[src/rtl/apb_cmd_master_if.sv]
// Command, response and APB bus signals of the APB command master.
// The master modport is the engine's view; slave is the environment's view.
interface apb_cmd_master_if #(
    parameter int ADDR_W = 4,
    parameter int DATA_W = 8
);
    logic              cmd_valid;
    logic              cmd_ready;
    logic              cmd_write;
    logic [ADDR_W-1:0] cmd_addr;
    logic [DATA_W-1:0] cmd_wdata;

    logic              rsp_valid;
    logic              rsp_ready;
    logic              rsp_write;
    logic [DATA_W-1:0] rsp_rdata;
    logic              rsp_err;
    logic              rsp_timeout;

    logic              PSELx;
    logic              PENABLE;
    logic              PWRITE;
    logic [ADDR_W-1:0] PADDR;
    logic [DATA_W-1:0] PWDATA;
    logic [DATA_W-1:0] PRDATA;
    logic              PREADY;
    logic              PSLVERR;

    modport master (
        input  cmd_valid, cmd_write, cmd_addr, cmd_wdata, rsp_ready,
               PRDATA, PREADY, PSLVERR,
        output cmd_ready, rsp_valid, rsp_write, rsp_rdata, rsp_err, rsp_timeout,
               PSELx, PENABLE, PWRITE, PADDR, PWDATA
    );

    modport slave (
        output cmd_valid, cmd_write, cmd_addr, cmd_wdata, rsp_ready,
               PRDATA, PREADY, PSLVERR,
        input  cmd_ready, rsp_valid, rsp_write, rsp_rdata, rsp_err, rsp_timeout,
               PSELx, PENABLE, PWRITE, PADDR, PWDATA
    );
endinterface

[src/rtl/apb_cmd_master.sv]
// APB master engine: one command in, one SETUP/ACCESS sequence on APB, one response out.
// Supports PREADY wait states, PSLVERR capture and a bounded-wait timeout.
module apb_cmd_master #(
    parameter int ADDR_W  = 4,
    parameter int DATA_W  = 8,
    parameter int TIMEOUT = 16,
    parameter int CNT_W   = 8
) (
    input  logic                PCLK,
    input  logic                PRESET,
    apb_cmd_master_if.master    bus
);
    typedef enum logic [1:0] {
        IDLE,
        SETUP,
        ACCESS,
        RESP
    } state_t;

    state_t            r_state;
    logic [CNT_W-1:0]  r_cnt;
    logic              r_cmd_ready;
    logic              r_psel;
    logic              r_penable;
    logic              r_pwrite;
    logic [ADDR_W-1:0] r_paddr;
    logic [DATA_W-1:0] r_pwdata;
    logic              r_rsp_valid;
    logic              r_rsp_write;
    logic [DATA_W-1:0] r_rsp_rdata;
    logic              r_rsp_err;
    logic              r_rsp_timeout;

    logic              w_last_wait;

    // Last permitted wait cycle; PREADY=1 in this cycle still completes normally.
    assign w_last_wait = (r_cnt == CNT_W'(TIMEOUT - 1));

    always_ff @(posedge PCLK) begin
        if (PRESET) begin
            r_state       <= IDLE;
            r_cnt         <= '0;
            r_cmd_ready   <= 1'b1;
            r_psel        <= 1'b0;
            r_penable     <= 1'b0;
            r_pwrite      <= 1'b0;
            r_paddr       <= '0;
            r_pwdata      <= '0;
            r_rsp_valid   <= 1'b0;
            r_rsp_write   <= 1'b0;
            r_rsp_rdata   <= '0;
            r_rsp_err     <= 1'b0;
            r_rsp_timeout <= 1'b0;
        end else begin
            case (r_state)
                IDLE: begin
                    if (bus.cmd_valid) begin
                        r_pwrite    <= bus.cmd_write;
                        r_paddr     <= bus.cmd_addr;
                        r_pwdata    <= bus.cmd_wdata;
                        r_psel      <= 1'b1;
                        r_penable   <= 1'b0;
                        r_cmd_ready <= 1'b0;
                        r_state     <= SETUP;
                    end
                end
                SETUP: begin
                    r_penable <= 1'b1;
                    r_cnt     <= '0;
                    r_state   <= ACCESS;
                end
                ACCESS: begin
                    if (bus.PREADY) begin
                        r_rsp_rdata   <= r_pwrite ? '0 : bus.PRDATA;
                        r_rsp_err     <= bus.PSLVERR;
                        r_rsp_timeout <= 1'b0;
                        r_rsp_write   <= r_pwrite;
                        r_psel        <= 1'b0;
                        r_penable     <= 1'b0;
                        r_rsp_valid   <= 1'b1;
                        r_state       <= RESP;
                    end else begin
                        r_cnt <= r_cnt + CNT_W'(1);
                        if (w_last_wait) begin
                            r_rsp_rdata   <= '0;
                            r_rsp_err     <= 1'b1;
                            r_rsp_timeout <= 1'b1;
                            r_rsp_write   <= r_pwrite;
                            r_psel        <= 1'b0;
                            r_penable     <= 1'b0;
                            r_rsp_valid   <= 1'b1;
                            r_state       <= RESP;
                        end
                    end
                end
                RESP: begin
                    if (bus.rsp_ready) begin
                        r_rsp_valid <= 1'b0;
                        r_cmd_ready <= 1'b1;
                        r_state     <= IDLE;
                    end
                end
                default: begin
                    r_state <= IDLE;
                end
            endcase
        end
    end

    assign bus.cmd_ready   = r_cmd_ready;
    assign bus.PSELx       = r_psel;
    assign bus.PENABLE     = r_penable;
    assign bus.PWRITE      = r_pwrite;
    assign bus.PADDR       = r_paddr;
    assign bus.PWDATA      = r_pwdata;
    assign bus.rsp_valid   = r_rsp_valid;
    assign bus.rsp_write   = r_rsp_write;
    assign bus.rsp_rdata   = r_rsp_rdata;
    assign bus.rsp_err     = r_rsp_err;
    assign bus.rsp_timeout = r_rsp_timeout;
endmodule

[src/flat_wrapper.sv]
// flat-port wrapper written by rule: the top's interface ports become plain ports
module apb_cmd_master_flat 
#(
    parameter int ADDR_W  = 4,
    parameter int DATA_W  = 8,
    parameter int TIMEOUT = 16,
    parameter int CNT_W   = 8
)
  (PCLK, PRESET, bus_cmd_valid, bus_cmd_write, bus_cmd_addr, bus_cmd_wdata, bus_rsp_ready, bus_PRDATA, bus_PREADY, bus_PSLVERR, bus_cmd_ready, bus_rsp_valid, bus_rsp_write, bus_rsp_rdata, bus_rsp_err, bus_rsp_timeout, bus_PSELx, bus_PENABLE, bus_PWRITE, bus_PADDR, bus_PWDATA);
  apb_cmd_master_if #(.ADDR_W(ADDR_W), .DATA_W(DATA_W)) bus_i ();
  input  logic PCLK;
  input  logic PRESET;
  input wire logic [$bits(bus_i.cmd_valid)-1:0] bus_cmd_valid;
  input wire logic [$bits(bus_i.cmd_write)-1:0] bus_cmd_write;
  input wire logic [$bits(bus_i.cmd_addr)-1:0] bus_cmd_addr;
  input wire logic [$bits(bus_i.cmd_wdata)-1:0] bus_cmd_wdata;
  input wire logic [$bits(bus_i.rsp_ready)-1:0] bus_rsp_ready;
  input wire logic [$bits(bus_i.PRDATA)-1:0] bus_PRDATA;
  input wire logic [$bits(bus_i.PREADY)-1:0] bus_PREADY;
  input wire logic [$bits(bus_i.PSLVERR)-1:0] bus_PSLVERR;
  output wire logic [$bits(bus_i.cmd_ready)-1:0] bus_cmd_ready;
  output wire logic [$bits(bus_i.rsp_valid)-1:0] bus_rsp_valid;
  output wire logic [$bits(bus_i.rsp_write)-1:0] bus_rsp_write;
  output wire logic [$bits(bus_i.rsp_rdata)-1:0] bus_rsp_rdata;
  output wire logic [$bits(bus_i.rsp_err)-1:0] bus_rsp_err;
  output wire logic [$bits(bus_i.rsp_timeout)-1:0] bus_rsp_timeout;
  output wire logic [$bits(bus_i.PSELx)-1:0] bus_PSELx;
  output wire logic [$bits(bus_i.PENABLE)-1:0] bus_PENABLE;
  output wire logic [$bits(bus_i.PWRITE)-1:0] bus_PWRITE;
  output wire logic [$bits(bus_i.PADDR)-1:0] bus_PADDR;
  output wire logic [$bits(bus_i.PWDATA)-1:0] bus_PWDATA;
  assign bus_i.cmd_valid = bus_cmd_valid;
  assign bus_i.cmd_write = bus_cmd_write;
  assign bus_i.cmd_addr = bus_cmd_addr;
  assign bus_i.cmd_wdata = bus_cmd_wdata;
  assign bus_i.rsp_ready = bus_rsp_ready;
  assign bus_i.PRDATA = bus_PRDATA;
  assign bus_i.PREADY = bus_PREADY;
  assign bus_i.PSLVERR = bus_PSLVERR;
  assign bus_cmd_ready = bus_i.cmd_ready;
  assign bus_rsp_valid = bus_i.rsp_valid;
  assign bus_rsp_write = bus_i.rsp_write;
  assign bus_rsp_rdata = bus_i.rsp_rdata;
  assign bus_rsp_err = bus_i.rsp_err;
  assign bus_rsp_timeout = bus_i.rsp_timeout;
  assign bus_PSELx = bus_i.PSELx;
  assign bus_PENABLE = bus_i.PENABLE;
  assign bus_PWRITE = bus_i.PWRITE;
  assign bus_PADDR = bus_i.PADDR;
  assign bus_PWDATA = bus_i.PWDATA;
  apb_cmd_master #(.ADDR_W(ADDR_W), .DATA_W(DATA_W), .TIMEOUT(TIMEOUT), .CNT_W(CNT_W)) u_core (.PCLK(PCLK), .PRESET(PRESET), .bus(bus_i));
endmodule
[config.mk]
export PLATFORM = sky130hd
export DESIGN_NAME = apb_cmd_master_flat
export DESIGN_NICKNAME = d
export VERILOG_FILES = /design/src/rtl/apb_cmd_master_if.sv /design/src/rtl/apb_cmd_master.sv /design/src/flat_wrapper.sv
export SDC_FILE = /design/constraint.sdc
export NUM_CORES = 1
export LEC_CHECK = 0
export CAP_MARGIN = 0
export CORE_ASPECT_RATIO = 0.75
export CORE_MARGIN = 4
export CORE_UTILIZATION = 45
export CTS_BUF_LIST = sky130_fd_sc_hd__clkbuf_16
export DETAILED_ROUTE_END_ITERATION = 6
export PLACE_DENSITY = 0.77
export SLEW_MARGIN = 25
export SYNTH_ARGS = -nofsm -noshare
export SYNTH_HDL_FRONTEND = slang
export SYNTH_SLANG_ARGS = --single-unit
[constraint.sdc]
create_clock -name PCLK -period 4.1 [get_ports PCLK]
set_input_delay 0.82 -clock PCLK [delete_from_list [all_inputs] [get_ports PCLK]]
set_output_delay 0.82 -clock PCLK [all_outputs]
set_load 0.005 [all_outputs]
==> metrics <==
fin crit share 55.29%; synth top area cells dfxtp_1, nand2_1, a21oi_1; Setup CP Type in -> reg; max cap viols 0; Crit path max-delay family simple AND/OR/NAND/NOR gates; Mapped Nets 225; Post-DRT Antenna Nets 0; setup ws final 1833 ps; Setup WS pre-CTS 1562 ps; Synth top area share 45.68%; CTS clock-pin slew for the worst setup and hold paths 60 ps; Post-DP HPWL 2723 um; clock network fraction of total power 30.1%; post-CTS setup buffers 0; time the worst path needs with I/O delays and setup 2267 ps; WL per Instance 13.01 um; final hold violations 0; Cell Pwr Density 502.2 nW/um2; Max transition margin 50.79%; Vias 1494; DRT Pass-1 Iters 4; Setup crit start kind input pin; Logic pwr share 31.5%; Net Switching 367.6 uW; syn_area_per_cell 8.674 um2; drt drc 0; hold buffers post-CTS 0; yosys warns 0; Buffers on Ports 54; clock sink count 38; required time of the critical path 4280 ps; register area 760.7 um2; global router's overall resource usage 17.09%; unrepaired setup endpoints after global routing false; sw frac 30.76%; global-route wire length before repair 6285 um; area delta synth->final 42.90%; LEAKAGE 0.0009277 uW; sequential element share of the synthesized area 45.68%; die extent in x 78.25 um; Mapped Area 1665 um2; full die area 4748 um2; FILL cells 298; layout cells sized above 1 6.048%; # setup viols final 0; post-synth top area cell dfxtp_1; reg-to-reg slack, setup 2080 ps; Root Buffer Master clkbuf_16; Final nets 280; largest net degree at the start of global routing 23; CP Cell Sequence clkdlybuf4s50_1 > and2b_2 > o21a_4 > or4_1 > o31ai_1; cell at the slowest stage of the critical path clkdlybuf4s50_1; internal power 827.5 uW; Slew @ Worst Pin 735.8 ps; critical path depth 5; worst-path fanout max 8; Post-Route WL 3876 um; GP Congestion 0.7455; post_cts resized 0; remaining global-route overflow 0; antenna cell count 0; Yosys cell types 36; Worst R2R Path Depth 6; setup TNS 0 ps; Worst Setup SP bus_PREADY; Die Y 60.69 um; vias in the first global route 1402; TritonCTS clock tree built; Reg power frac 38.4%; synthesized instance count 192; reg2reg end u_core.r_state[0]; Buf/Inv on CP 1; DR iter-0 viols 56; initial antenna violation count 0; FP Rows 18; Worst Setup End Kind flop; flip-flop and latch count after synthesis 38; skew final 6.833 ps; FMAX 0.4411 GHz; Max clock buf depth 2; # IOs 55; H-tree levels 2; clk_lat worst skew 280 ps; crit path DAT 2450 ps; Core Box Area 3423 um2; reg2reg start u_core.r_state[0]; footprint of the multi-input gates 852.1 um2; Vias/cell 5.013; clock buffer count from CTS 5; status completed; Setup crit end u_core.r_state[0]; Min-Delay Path Class reg -> reg; Max stage delay on crit path 580 ps; Worst IR Drop VDD 0.0003312 V; Initial Util 48.65%; fin. max-slew vios 0
-- cell families after synthesis --
logic type	synth area share, %
muxes	6.762
adders and majority gates	4.508
buffers and inverters	3.155
and+or+nand+nor	24.64
AOI/OAI and AO/OA	15.25
DFF	45.68
-- area by class of cell --
cell class	instances	area share [%]
multi-input combinational	143	35.80
timing repair buffer	56	23.34
clock inverter	3	0.5258
inverter	3	0.4732
sequential	38	31.97
clock buffer	5	5.258
tap	50	2.629
-- state kept, by name, summed over array words and instances (netlist names) --
register / count
u_core.bus.rsp_timeout: 1
u_core.bus.rsp_valid: 1
u_core.bus.PWDATA: 8
u_core.bus.rsp_write: 1
u_core.bus.PENABLE: 1
u_core.bus.cmd_ready: 1
u_core.bus.PSELx: 1
u_core.bus.PWRITE: 1
u_core.bus.rsp_rdata: 8
u_core.r_state: 2
u_core.bus.rsp_err: 1
u_core.r_cnt: 8
u_core.bus.PADDR: 4
-- worst register-to-register path: cells and delay by family, from the launching register on --
| family | cells | cell delay (ps) |
|---|---|---|
| compound gates | 2 | 240 |
| fa+ha+maj | 1 | 360 |
| buf+inv | 1 | 100 |
| flops | 1 | 380 |
| simple gates | 2 | 830 |
-- metrics by stage --
step	total power, uW	hold slack [ps]	util [%]	cells	instance area [um2]
3_3_place_gp	839.8	440.8	65.50	290	2242
4_1_cts	1207	457.3	69.52	298	2380
3_5_place_dp	844.0	449.7	65.50	290	2242
2_1_floorplan	684.2	452.7	-	192	1665
6_report	1195	456.1	69.52	298	2380
5_1_grt	1271	474.1	69.52	298	2380
-- per-layer routing --
metal | global-route usage (%) | vias up | wire (um)
li1 | - | 771 | -
met1 | 21.45 | 666 | 1856
met2 | 25.98 | 54 | 1621
met3 | 9.496 | 3 | 372
met4 | 3.990 | 0 | 25
met5 | 0 | - | 0
-- cell usage after synthesis --
cell      instances
nand2_1          42
dfxtp_1          38
a21oi_1          23
nand2b_1         14
mux2i_1           9
nor2_1            9
clkbuf_1          6
ha_1              6
o21ai_0           6
a311oi_1          4
inv_1             3
and3_1            2
mux2_2            2
nand3_1           2
nand4_1           2
nor3_1            2
o21bai_1          2
o31ai_1           2
a211oi_1          1
a22oi_1           1
a31oi_1           1
and2_0            1
and2b_2           1
buf_4             1
buf_6             1
nand2_2           1
nor3b_1           1
o211ai_1          1
o21a_4            1
or2_2             1
or2b_1            1
or3_1             1
or3b_1            1
or4_1             1
or4_4             1
or4b_1            1
-- placed cells by master (no fill, tap or decap), drive strengths merged, types with 2 or more instances in the layout --
master,count
a21oi,23
a311oi,4
and3,2
buf,2
clkbuf,5
clkdlybuf4s50,54
clkinv,2
dfxtp,38
ha,6
inv,4
mux2,2
mux2i,9
nand2,43
nand2b,14
nand3,2
nand4,2
nor2,9
nor3,2
o21ai,6
o21bai,2
o31ai,2
or4,2
-- worst min-delay path by stage --
stage / startpoint / to / cells after the start
after CTS: u_core.bus.PWDATA[0] / u_core.bus.PWDATA[0] / 2
after detailed placement: u_core.bus.PWDATA[0] / u_core.bus.PWDATA[0] / 2
final: u_core.bus.PWDATA[0] / u_core.bus.PWDATA[0] / 2
after floorplan: u_core.bus.PADDR[0] / u_core.bus.PADDR[0] / 2
after global placement: u_core.bus.PWDATA[6] / u_core.bus.PWDATA[6] / 2
after global routing: u_core.bus.PWDATA[5] / u_core.bus.PWDATA[5] / 2
-- power by group through the flow --
| stage | combinational, uW | clock, uW | sequential, uW |
|---|---|---|---|
| floorplan | 219 | 0 | 465 |
| global placement | 374 | 0 | 466 |
| detailed placement | 377 | 0 | 467 |
| CTS | 380 | 366 | 460 |
| global route | 419 | 384 | 467 |
| finish | 376 | 359 | 459 |
No activity file was read; power rests on OpenSTA's default activity.
